$ cat config.mk
export PLATFORM = sky130hd
export DESIGN_NAME = memory_access_unit
export DESIGN_NICKNAME = d
export VERILOG_FILES = /design/src/rtl/memory_access_unit.sv
export SDC_FILE = /design/constraint.sdc
export NUM_CORES = 1
export LEC_CHECK = 0
export CORE_AREA = 2 2 104 106
export CTS_BUF_LIST = sky130_fd_sc_hd__clkbuf_16
export DETAILED_ROUTE_END_ITERATION = 8
export DIE_AREA = 0 0 106 108
export HOLD_SLACK_MARGIN = 0.05
export PLACE_DENSITY = 0.86
export RECOVER_POWER = 25
export SYNTH_ARGS = -nofsm -noshare
export SYNTH_HDL_FRONTEND = slang
export SYNTH_SLANG_ARGS = --single-unit
$ cat constraint.sdc
create_clock -name clock -period 5 [get_ports clock]
set_clock_uncertainty 0.1 [all_clocks]
set_input_delay 1.5 -clock clock [delete_from_list [all_inputs] [get_ports clock]]
set_output_delay 1.5 -clock clock [all_outputs]
set_load 0.01 [all_outputs]
$ cat src/rtl/memory_access_unit.sv
// Load/store front end for a word-wide data RAM with a combinational read port.
// Takes one byte-addressed request at a time over a valid/ready handshake,
// performs byte/halfword stores as read-modify-write, sign/zero-extends loads,
// and reports misaligned, illegal-size and out-of-range accesses as faults.
//
// Ports:
//   clock, reset                      rising-edge clock, async active-high reset
//   requestValid/requestReady         request handshake (ready only in IDLE)
//   requestWrite/Size/Signed/Address/Data   request fields, latched at acceptance
//   responseValid/Data/Fault          one-cycle completion pulse and result
//   ramAddress/ramDataC/ramWriteEnable      RAM address, write data and strobe
//   ramDataIn                         RAM read data for ramAddress
module memory_access_unit #(
  parameter int unsigned ADDR_BITS = 10,
  parameter int unsigned DEPTH     = 281,
  parameter int unsigned DATA_BITS = 32
) (
  input  logic                 clock,
  input  logic                 reset,
  input  logic                 requestValid,
  output logic                 requestReady,
  input  logic                 requestWrite,
  input  logic [1:0]           requestSize,
  input  logic                 requestSigned,
  input  logic [ADDR_BITS+1:0] requestAddress,
  input  logic [DATA_BITS-1:0] requestData,
  output logic                 responseValid,
  output logic [DATA_BITS-1:0] responseData,
  output logic                 responseFault,
  output logic [ADDR_BITS-1:0] ramAddress,
  output logic [DATA_BITS-1:0] ramDataC,
  output logic                 ramWriteEnable,
  input  logic [DATA_BITS-1:0] ramDataIn
);

  localparam logic [1:0] SIZE_BYTE = 2'b00;
  localparam logic [1:0] SIZE_HALF = 2'b01;
  localparam logic [1:0] SIZE_WORD = 2'b10;
  localparam logic [1:0] SIZE_BAD  = 2'b11;

  typedef enum logic [1:0] {IDLE, READ, WRITE, RESPOND} state_t;

  state_t state_q, state_d;

  logic                 write_q;
  logic [1:0]           size_q;
  logic                 signed_q;
  logic [ADDR_BITS-1:0] word_q;
  logic [1:0]           off_q;
  logic [DATA_BITS-1:0] data_q;
  logic                 fault_q;
  logic [DATA_BITS-1:0] merge_q;

  logic [ADDR_BITS-1:0] req_word;
  logic [1:0]           req_off;
  logic                 req_fault;
  logic                 accept;

  logic [7:0]           lane_b;
  logic [15:0]          lane_h;
  logic [DATA_BITS-1:0] merged;
  logic [DATA_BITS-1:0] load_data;

  // Request decode and fault classification on the live inputs
  assign req_word  = requestAddress[ADDR_BITS+1:2];
  assign req_off   = requestAddress[1:0];
  assign req_fault = (requestSize == SIZE_BAD)
                   || ((requestSize == SIZE_HALF) && req_off[0])
                   || ((requestSize == SIZE_WORD) && (req_off != 2'b00))
                   || (32'(req_word) >= DEPTH);
  assign accept    = (state_q == IDLE) && requestValid;

  // Request latches and read-word capture
  always_ff @(posedge clock or posedge reset) begin
    if (reset) begin
      state_q  <= IDLE;
      write_q  <= 1'b0;
      size_q   <= 2'b00;
      signed_q <= 1'b0;
      word_q   <= '0;
      off_q    <= 2'b00;
      data_q   <= '0;
      fault_q  <= 1'b0;
      merge_q  <= '0;
    end else begin
      state_q <= state_d;
      if (accept) begin
        write_q  <= requestWrite;
        size_q   <= requestSize;
        signed_q <= requestSigned;
        word_q   <= req_word;
        off_q    <= req_off;
        data_q   <= requestData;
        fault_q  <= req_fault;
      end
      if (state_q == READ) merge_q <= ramDataIn;
    end
  end

  // Little-endian lane merge for stores and lane extraction for loads
  always_comb begin
    lane_b    = merge_q[{off_q, 3'b000} +: 8];
    lane_h    = merge_q[{off_q[1], 4'b0000} +: 16];
    merged    = merge_q;
    load_data = merge_q;
    case (size_q)
      SIZE_BYTE: begin
        merged[{off_q, 3'b000} +: 8] = data_q[7:0];
        load_data = {{(DATA_BITS-8){signed_q & lane_b[7]}}, lane_b};
      end
      SIZE_HALF: begin
        merged[{off_q[1], 4'b0000} +: 16] = data_q[15:0];
        load_data = {{(DATA_BITS-16){signed_q & lane_h[15]}}, lane_h};
      end
      default: ;
    endcase
  end

  // Next state and state-decoded outputs
  always_comb begin
    state_d        = state_q;
    requestReady   = 1'b0;
    responseValid  = 1'b0;
    responseFault  = 1'b0;
    responseData   = '0;
    ramAddress     = '0;
    ramDataC       = '0;
    ramWriteEnable = 1'b0;
    case (state_q)
      IDLE: begin
        requestReady = !reset;
        if (requestValid) begin
          if (req_fault)                                      state_d = RESPOND;
          else if (requestWrite && (requestSize == SIZE_WORD)) state_d = WRITE;
          else                                                state_d = READ;
        end
      end
      READ: begin
        ramAddress = word_q;
        state_d    = write_q ? WRITE : RESPOND;
      end
      WRITE: begin
        ramWriteEnable = 1'b1;
        ramAddress     = word_q;
        ramDataC       = (size_q == SIZE_WORD) ? data_q : merged;
        state_d        = RESPOND;
      end
      RESPOND: begin
        responseValid = 1'b1;
        responseFault = fault_q;
        if (!fault_q && !write_q) responseData = load_data;
        state_d = IDLE;
      end
      default: state_d = IDLE;
    endcase
  end

endmodule

* Yosys cells after proc, flatten, opt, wreduce, memory -nomap -nowiden
Cells that the tools add are included.
** Word-level totals
- Output and inout bits :: 78
- Input bits :: 83
- Word-level logic and storage cells :: 62
- Flip-flop bits (word level) :: 83
** Operators by class
- Bitwise operators :: 2
- Shift operators :: 6
- $add $sub $neg :: 2
- Reductions and logical operators :: 15
- Order comparisons :: 1
- Mux-type cells :: 18
- Equality and inequality tests :: 9
** Operator list (count)
- $mux W32 :: 4
- $pmux W32 S2 :: 2
- $bwmux W32 :: 2
- $shift A16 B7 Y32 const A :: 1
- $shift A8 B7 Y32 const A :: 1
- $shiftx A16 B7 Y32 :: 1
- $shiftx A32 B6 Y16 :: 1
- $shiftx A32 B6 Y8 :: 1
- $shiftx A8 B7 Y32 :: 1
- $neg A5 Y7 :: 2
- $eq A2 B2 Y1 const B :: 5
- $ge A10 B9 Y1 const B :: 1
- $mux W10 :: 1
- $pmux W2 S4 :: 1
- $eq A2 B1 Y1 const B :: 3
- $mux W2 :: 3
- $logic_and A1 B1 Y1 :: 5
- $mux W1 :: 5
- $logic_not A2 Y1 :: 2
- $logic_not A1 Y1 :: 3
- $logic_or A1 B1 Y1 :: 3
- $and A1 B1 Y1 :: 2
- $ne A2 B2 Y1 const B :: 1
- $reduce_bool A2 Y1 :: 1
- $reduce_or A2 Y1 :: 1

* Logic depth before layout (Yosys ltp)
- Depth after elaboration :: 8
- Mapped depth :: 10
- Depth with buffers taken out :: 6

* Least setup slack after synthesis
Ideal clock, no wire load.
- Path type :: register -> output
- Start point :: reg off_q[1]
- End point :: out ramDataC[25]
- Slack :: 1.154 ns
- Stages on the path, launching flop included :: 11
- Buffers on the path :: 4
- Data required time :: 3.400 ns
- Arrival time :: 2.246 ns
- Cell sequence :: dfrtp_1 -> buf_2 -> buf_4 -> inv_1 -> buf_2 -> ha_1 -> nor4bb_1 -> buf_1 -> a22o_1 -> nand2_1 -> a31oi_1
** On the way
- Cells in the longest elaborated chain, start to end :: 6
- Elaborated cells on any way between the ends :: 11
- Those cells by class :: add/sub (2); shift (4); mux (5)
** RTL lines
- start: declaration :: line 49 : logic [1:0] off_q;
- start signal: assignment :: line 92 : off_q <= req_off;
- $neg A5 Y7 (on tied branches) :: line 112, 108
- $shiftx A16 B7 Y32, or another cell as far along :: line 112 : merged[{off_q[1], 4'b0000} +: 16] = data_q[15:0];
- $bwmux W32 (on tied branches) :: line 112, 108
- $pmux W32 S2 (*) :: line 106 : case (size_q)
- $mux W32 (*) :: line 145 : ramDataC = (size_q == SIZE_WORD) ? data_q : merged;
- $mux W32 (*) :: line 129 : case (state_q)
- end: declaration :: line 31 : output logic [DATA_BITS-1:0] ramDataC,
Every way passes the cells marked *; elsewhere a longest branch is shown, timed or not.

* Worst setup path in the final report
- Start point :: reg off_q[1]
- End point :: out ramDataC[21]
The elaborated chain is that of the path after synthesis.

==> impl_metrics.tcl <==
set metrics [dict create \
    overflow 0 \
    power.density_mw_per_mm2 698.5 \
    ctsRootBufferMaster "clkbuf_16" \
    comb_power_share 0.566 \
    drt-initial-drc-count 544 \
    netSwitchingPower_mw 2.177 \
    setup_tns_ps 0 \
    dp_cells 822 \
    grt_pass1_vias 4887 \
    cp-start-kind "flip-flop" \
    hold_buffers 0 \
    synthFlopType "dfrtp_1" \
    yosysSeqAreaShare 0.3931 \
    start_util 0.5164 \
    cts_tree "done" \
    violations "max-capacitance violations, max-slew violations" \
    final_max_slew_viol_count 58 \
    finalInstanceArea_sq_mm 0.007257 \
    rsz0062_at_grt "false" \
    netlist_instances 557 \
    ioPinCount 161 \
    cts_made_buffers 9 \
    swShare 0.4294 \
    io_buffers 160 \
    synth_xor_xnor_area_share 0 \
    period_needed_ps 4617 \
    required_ps 3400 \
    htreeDepth 3 \
    ys_ff_latch 83 \
    clkLatencyLatePin_ps 330 \
    min_period_over_period 0.9234 \
    finalHoldViolations 0 \
    antenna_left 0 \
    synthSimpleGateAreaFrac 0.1366 \
    dp_hpwl_microns 11790 \
    num_vias 5132 \
    path_class "reg2out" \
    slew_headroom -0.7340 \
    avgSynthCellArea_sq_um 9.486 \
    path_clk_slew_ps 60 \
    setup_viol 0 \
    fin_cells 837 \
    cap_violations 1 \
    postRouteWirelength_microns 16250 \
    critPathMaxFanout 36 \
    worstPathArrival_ps 3020 \
    die_h_microns 108 \
    yosys_warnings 0 \
    viasPerCell 6.131 \
    synth_area_sq_mm 0.005284 \
    clock-sinks 83 \
    place.gp.congestion 0.9277 \
    peakVddDrop_uv 447.3 \
    synth_cell_types 48 \
    rows 37 \
    synth.mux.area_fraction 0.1878 \
    fmax_ghz 0.2166 \
    async_flop_share 1.000 \
    drcViolationCount 0 \
    status "complete, but fails checks" \
    critPathCaptureType "output pin" \
    dieArea_sq_mm 0.01145 \
    syn_to_final_growth_pct 37.34 \
    die_x_microns 106 \
    worstMarginPinSlew_ps 2587 \
    synth_top_family_by_area "compound AO/OA/AOI/OAI gates" \
    cts_setup_buffers 0 \
    n_fill_cell 771 \
    sequentialPowerShare 0.292 \
    dr.pass1.iters 6 \
    post_cts_resized 0 \
    synthAdderAreaFrac 0.02368 \
    p_int_mw 2.892 \
    clkPwrFrac 0.141 \
    cts_max_path_buffers 2 \
    grtUsageTotal 0.2805 \
    synth_edf_count 0 \
    antenna_found_initial 0 \
    num_antenna_cells 0 \
    grt_first_pass_wirelength_microns 25030 \
    synth-compound-area-share 0.2091 \
    layout-drive-gt1-share 0.1541 \
    wl_per_cell_microns 19.41 \
    grt_max_degree 58 \
    synth.net_count 650 \
    hp-class "reg2reg" \
    leakage_nw 2.951 \
    post_dp_cell_area_sq_mm 0.006947 \
    coreArea_sq_mm 0.01023 \
    nets 790 \
]
==> worst max-delay path: stages, from the launching register on <==
cell and delay (ps):
dfrtp_1 350, buf_4 360, ha_1 460, nor4bb_1 390, buf_4 220, a21oi_1 70, nor2_1 120, o21a_1 150
clkdlybuf4s50_1 540
==> state kept, by name (all words and copies together) (netlist names) <==
signal,count
size_q,2
write_q,1
state_q,2
word_q,10
fault_q,1
off_q,2
merge_q,32
data_q,32
signed_q,1
==> cells by family after synthesis <==
family,Yosys count
AO/OA/AOI/OAI,165
adder cells (fa/ha/maj),10
buffers and inverters,59
flip-flops,83
multiplexers,90
AND/OR/NAND/NOR,150
==> per-stage QoR <==
stage / hold slack (ps) / utilization / worst slack, ps / power, mW
2_1_floorplan: 358.1 / - / 1154 / 3.163
3_3_place_gp: 379.8 / 0.6790 / 804.6 / 4.182
3_5_place_dp: 389.8 / 0.6790 / 782.3 / 4.282
4_1_cts: 404.6 / 0.7097 / 441.9 / 5.018
5_1_grt: 421.1 / 0.7093 / 256.0 / 5.356
6_report: 403.8 / 0.7093 / 383.0 / 5.069
==> power groups by stage <==
stage	Clock (mW)	Sequential (mW)	Combinational (mW)
after CTS	0.720	1.46	2.84
after floorplan	0	1.25	1.91
after detailed placement	0	1.47	2.82
final	0.717	1.48	2.87
after global placement	0	1.45	2.73
after global routing	0.751	1.51	3.10
==> routing by layer <==
metal | wire length (microns) | vias up | GRT usage
met3 | 1417 | 63 | 0.05606
met2 | 7717 | 323 | 0.4682
met5 | 0 | - | 0
met4 | 572 | 0 | 0.1128
li1 | - | 2304 | -
met1 | 6540 | 2442 | 0.3601
==> placed cells by master, fill, tap and decap left out, drive strengths merged, types with 17 or more instances in the layout <==
master and instances:
a21oi 22, a22oi 22, clkdlybuf4s50 150, dfrtp 83, inv 18, mux2 73
mux2i 17, nand2 75, nor2 27, o21ai 44
==> cell usage after synthesis (10+ instances only) <==
library cell / instances / area (sq um)
o2bb2ai_1: 10 / 87.58
mux2_2: 73 / 822.0
a21oi_1: 22 / 110.1
mux2i_1: 17 / 170.2
nand2_1: 74 / 277.8
nor2b_1: 12 / 75.07
and2_1: 12 / 75.07
o22ai_1: 15 / 93.84
a22oi_1: 22 / 165.2
clkbuf_1: 15 / 56.30
inv_1: 15 / 56.30
buf_2: 15 / 75.07
ha_1: 10 / 125.1
o21ai_0: 44 / 220.2
dfrtp_1: 83 / 2077
nor2_1: 26 / 97.59
==> area by class of cell <==
type	instances	area (sq um)	share of cell area
tap	136	170.2	0.02345
sequential	83	2077	0.2862
timing repair buffer	172	1688	0.2326
clock inverter	6	88.84	0.01224
inverter	16	61.31	0.008448
clock buffer	9	225.2	0.03103
multi-input combinational	415	2947	0.4060
==> path summary, 6_finish.rpt <==
| kind | from | end | slack (ps) | depth (start not counted) |
|---|---|---|---|---|
| setup / recovery | off_q[1]$_DFFE_PP0P_ | ramDataC[21] | 380 | 8 |
| hold / removal | word_q[5]$_DFFE_PP0P_ | word_q[5]$_DFFE_PP0P_ | 400 | 1 |
| setup reg to reg | state_q[1]$_DFFE_PP0P_ | state_q[0]$_DFFE_PP0P_ | 2130 | 5 |
| hold reg to reg | word_q[5]$_DFFE_PP0P_ | word_q[5]$_DFFE_PP0P_ | 400 | 1 |
| max in group asynchronous | reset | merge_q[12]$_DFFE_PP0N_ | 1260 | 3 |
| min in group asynchronous | reset | word_q[9]$_DFFE_PP0P_ | 2260 | 2 |
Note: power is estimated with default switching activity, not from simulation.
